File: src/rtl/reg_file_seq.sv
// reg_file_seq: four-phase sequencer executing one register-to-register instruction on a 4x4-bit register file
//   clk, rst_n         clock, asynchronous active-low reset
//   instr_valid/instr  instruction handshake input {op, rd, rs, imm}
//   instr_ready        high while idle and able to accept
//   out_a/out_b        register file read data for sel_a/sel_b
//   sel_a/sel_b/sel_w  register file read/write selects (latched rd, rs, rd)
//   write_en/data_in   register file write strobe and data
//   done               one-cycle retire pulse, coincident with write_en
//   carry/zero         flags of the last result
module reg_file_seq (
  input  logic       clk,
  input  logic       rst_n,
  input  logic       instr_valid,
  input  logic [9:0] instr,
  output logic       instr_ready,
  input  logic [3:0] out_a,
  input  logic [3:0] out_b,
  output logic [1:0] sel_a,
  output logic [1:0] sel_b,
  output logic [1:0] sel_w,
  output logic       write_en,
  output logic [3:0] data_in,
  output logic       done,
  output logic       carry,
  output logic       zero
);
  typedef enum logic [1:0] {IDLE, READ, EXEC, WRITE} state_t;
  state_t     state_q;
  logic [9:0] instr_q;
  logic [3:0] opa_q, opb_q, res_q, res_d;
  logic       carry_q, carry_d, zero_q;
  logic [4:0] sum;
  logic [1:0] op;
  assign op = instr_q[9:8];
  // SUB reuses the adder as opA + ~opB + 1; its bit 4 is the inverted borrow
  always_comb begin
    sum     = op[0] ? {1'b0, opa_q} + {1'b0, ~opb_q} + 5'd1 : {1'b0, opa_q} + {1'b0, opb_q};
    res_d   = op[1] ? sum[3:0] : (op[0] ? opb_q : instr_q[3:0]);
    carry_d = op[1] ? (sum[4] ^ op[0]) : carry_q;
  end
  always_ff @(posedge clk or negedge rst_n) begin
    if (!rst_n) begin
      state_q <= IDLE;
      instr_q <= '0;
      opa_q   <= '0;
      opb_q   <= '0;
      res_q   <= '0;
      carry_q <= 1'b0;
      zero_q  <= 1'b0;
    end else begin
      case (state_q)
        IDLE: if (instr_valid) begin
          instr_q <= instr;
          state_q <= READ;
        end
        READ: begin
          opa_q   <= out_a;
          opb_q   <= out_b;
          state_q <= EXEC;
        end
        EXEC: begin
          res_q   <= res_d;
          carry_q <= carry_d;
          zero_q  <= res_d == 4'd0;
          state_q <= WRITE;
        end
        default: state_q <= IDLE;
      endcase
    end
  end
  // Outputs decode only registered state, so reset removes write_en without waiting for an edge
  assign instr_ready = state_q == IDLE;
  assign write_en    = state_q == WRITE;
  assign done        = state_q == WRITE;
  assign sel_a       = instr_q[7:6];
  assign sel_w       = instr_q[7:6];
  assign sel_b       = instr_q[5:4];
  assign data_in     = res_q;
  assign carry       = carry_q;
  assign zero        = zero_q;
endmodule
File: config.mk
export PLATFORM = sky130hd
export DESIGN_NAME = reg_file_seq
export DESIGN_NICKNAME = d
export VERILOG_FILES = /design/src/rtl/reg_file_seq.sv
export SDC_FILE = /design/constraint.sdc
export NUM_CORES = 1
export LEC_CHECK = 0
export BUFFER_PORTS_ARGS = -buffer_cell sky130_fd_sc_hd__clkbuf_2
export CAP_MARGIN = 20
export CORE_MARGIN = 2
export CORE_UTILIZATION = 47
export CTS_CLUSTER_DIAMETER = 150
export DETAILED_ROUTE_END_ITERATION = 6
export PLACE_DENSITY = 0.72
export SYNTH_ARGS = -nofsm -noshare
export SYNTH_HDL_FRONTEND = slang
export SYNTH_SLANG_ARGS = --single-unit
File: constraint.sdc
create_clock -name clk -period 2.9 [get_ports clk]
set_input_delay 0.29 -clock clk [delete_from_list [all_inputs] [get_ports clk]]
set_output_delay 0.29 -clock clk [all_outputs]
set_load 0.01 [all_outputs]
==> qor.csv <==
metric;value;unit
vias in the first global route;985;
share of layout cells above drive strength 1;0.371;
first-pass GRT wire length;4630;µm
Clock Pin Slew Worst Setup and Hold Paths;0.15;ns
Hold EP;opa_q[1];
largest net degree at the start of global routing;27;
#FFs+latches synth;26;
Ports;36;
first-pass iteration count of the detailed router;4;
IO buf count;35;
crit-path max FO;4;
initial core utilization;0.490;
peak supply drop;0.506;mV
RR Startpoint;opb_q[0];
die footprint;3620;µm²
most common cell in the netlist;dfrtp_1;
asr flop ratio synth;1.00;
Crit-path slowest cell;fa_1;
Crit. Startpoint;opb_q[0];
post-synthesis sequential area ratio;0.438;
Final Slew Violations;0;
Worst Path Required;3.17;ns
LEAKAGE;0.000819;µW
Yosys cell types;33;
Cell Chain, Critical Path;ha_1, fa_1, inv_1, mux4_2, nor3_1, a22o_1;
Worst setup SP type;flop;
Syn Nets;167;
share of the synthesized area in the top cell type;0.438;
gpl congestion;0.866;
Max Clock Freq;493;MHz
Longest Clk Path Bufs;2;
htree depth;1;
CTS tree;done;
EDFF count, synth;0;
Final Skew;0.00202;ns
max_slew headroom;0.559;
Via Count;990;
area delta synth->final;13.8;%
global-route total usage across every layer;0.178;
Final ANT Viol Nets;0;
Finish-stage setup viols;0;
WS Path Type;reg -> reg;
Synth area leaders;dfrtp_1, mux2_2, ha_1;
CP peak stage delay;0.48;ns
status;finished, final reports clean;
Hold Crit Depth;3;
clk_lat worst skew;0.32;ns
die span in y;60.2;µm
worst endpoint data arrival time;2.30;ns
leading area contributor after synthesis;dfrtp_1;
Num CTS Buffers;3;
starting DRC count in detailed routing;20;
Avg Inst Size Synth;11.3;µm²
Slew @ Worst Pin;0.661;ns
post-DP HPWL;2220;µm
Setup TNS Final;0;ns
PwrDens;1210;nW/µm²
Sink Count;26;
HP Class;in -> reg;
final clock period utilization by the worst path;0.699;
antenna violations before repair;0;
Syn Inst Count;131;
DP Area;1630;µm²
post-route cell area;1690;µm²
Top Family by Delay on Critical Path;adder cells;
core area;3030;µm²
Final #Nets;196;
Antenna Cells;0;
DRC Markers;0;
RSZ-0062 raised after global routing;false;
Top FF cell, synth;dfrtp_1;
Die W;60.2;µm
YS warnings;0;
Routed WL;2780;µm
WL/cell;13.7;µm
Reg2Reg Depth;6;
Post-synth top cells;dfrtp_1, mux2_2, ha_1, inv_1, nand2_1;
post-CTS resize count;0;
Critical R2R Capture;zero;
root buf cell;clkbuf_4;
Critical path buffers and inverters;1;
Max Cap Viol;0;
FF-to-FF setup slack;0.87;ns
vias per cell;4.88;
Final min period;2.03;ns
synthesized cell area;1480;µm²
CP Capture Type;flop;
Rows;20;
final hold vios;0;
hold_sp;out_a[1];
GRT overflow;0;
[placed cells by master, fill, tap and decap left out, types with 2 or more instances in the layout]
| cell | count |
|---|---|
| clkbuf_4 | 3 |
| nor2b_1 | 4 |
| nand2b_1 | 2 |
| o21ai_0 | 8 |
| a211oi_1 | 2 |
| o21a_1 | 2 |
| dfrtp_1 | 26 |
| ha_1 | 13 |
| mux2i_1 | 2 |
| mux2_2 | 16 |
| nor2_1 | 3 |
| fa_1 | 2 |
| nand2_1 | 9 |
| a21oi_1 | 4 |
| inv_1 | 11 |
| clkbuf_2 | 35 |
| nor3_1 | 2 |
[logic make-up (layout without fill, tap and decap cells)]
family | count (synthesis) | after routing | share of synthesized area
adders and majority gates | 15 | 15 | 0.137
xor gates and xnor gates | 1 | 1 | 0.00590
muxes | 19 | 19 | 0.150
buffers and inverters | 23 | 51 | 0.0868
and+or+nand+nor | 24 | 24 | 0.0835
DFF | 26 | 26 | 0.438
AOI/OAI and AO/OA | 23 | 23 | 0.0987
[metrics by stage]
step	util	power (µW)	instances	hold WS (ns)	setup slack, ns
floorplan	-	1580	131	-0.00559	0.967
global placement	0.537	1750	198	0.341	0.934
detailed placement	0.537	1810	198	0.350	0.891
CTS	0.558	2070	203	0.165	0.861
global route	0.558	2240	203	0.172	0.782
finish	0.558	2050	203	0.170	0.872
[area by class of cell]
type / instances / area, µm²
inverters: 11 / 41.3
fillers: 280 / 1340
clock buffers: 3 / 22.5
well taps: 44 / 55.1
clock inverters: 1 / 30.0
repair buffers: 36 / 185
flip-flops and latches: 26 / 651
multi-input cells: 82 / 704
[worst max path at each step]
stage / end / cells past startpoint
global placement: data_in[1] / 5
CTS: zero / 6
global route: zero / 7
finish: zero / 6
detailed placement: zero / 6
floorplan: data_in[1] / 5
[where the power goes]
group          switching, µW  total, µW  internal, µW
Sequential               177        725           547
Combinational            537       1070           537
Clock                    112        252           140
Total                    827       2050          1220
[metal layers]
| metal | GRT usage | share of wire | vias up |
|---|---|---|---|
| met4 | 0.0476 | 0.0061 | 0 |
| met1 | 0.214 | 0.42 | 481 |
| li1 | - | - | 490 |
| met2 | 0.329 | 0.54 | 17 |
| met5 | 0 | 0 | - |
| met3 | 0.0238 | 0.033 | 2 |
[repair_timing]
action	in CTS	in global routing
hold endpoints to repair	26	0
setup buffers	0	0
hold buffers	1	0
[flip-flops by register name, summed over array words and instances, names as in the netlist]
register and flops:
opa_q 4, data_in 4, instr_q 10, state_q 2
opb_q 4, carry 1, zero 1
[worst reg2reg max path, delay by kind of cell (launching register included)]
kind | cells | cell delay (ns)
flops | 1 | 0.44
simple gates | 1 | 0.19
fa+ha+maj | 2 | 0.70
compound gates | 1 | 0.15
mux | 1 | 0.46
buf+inv | 1 | 0.03
Note: power is estimated with default switching activity, not from simulation.
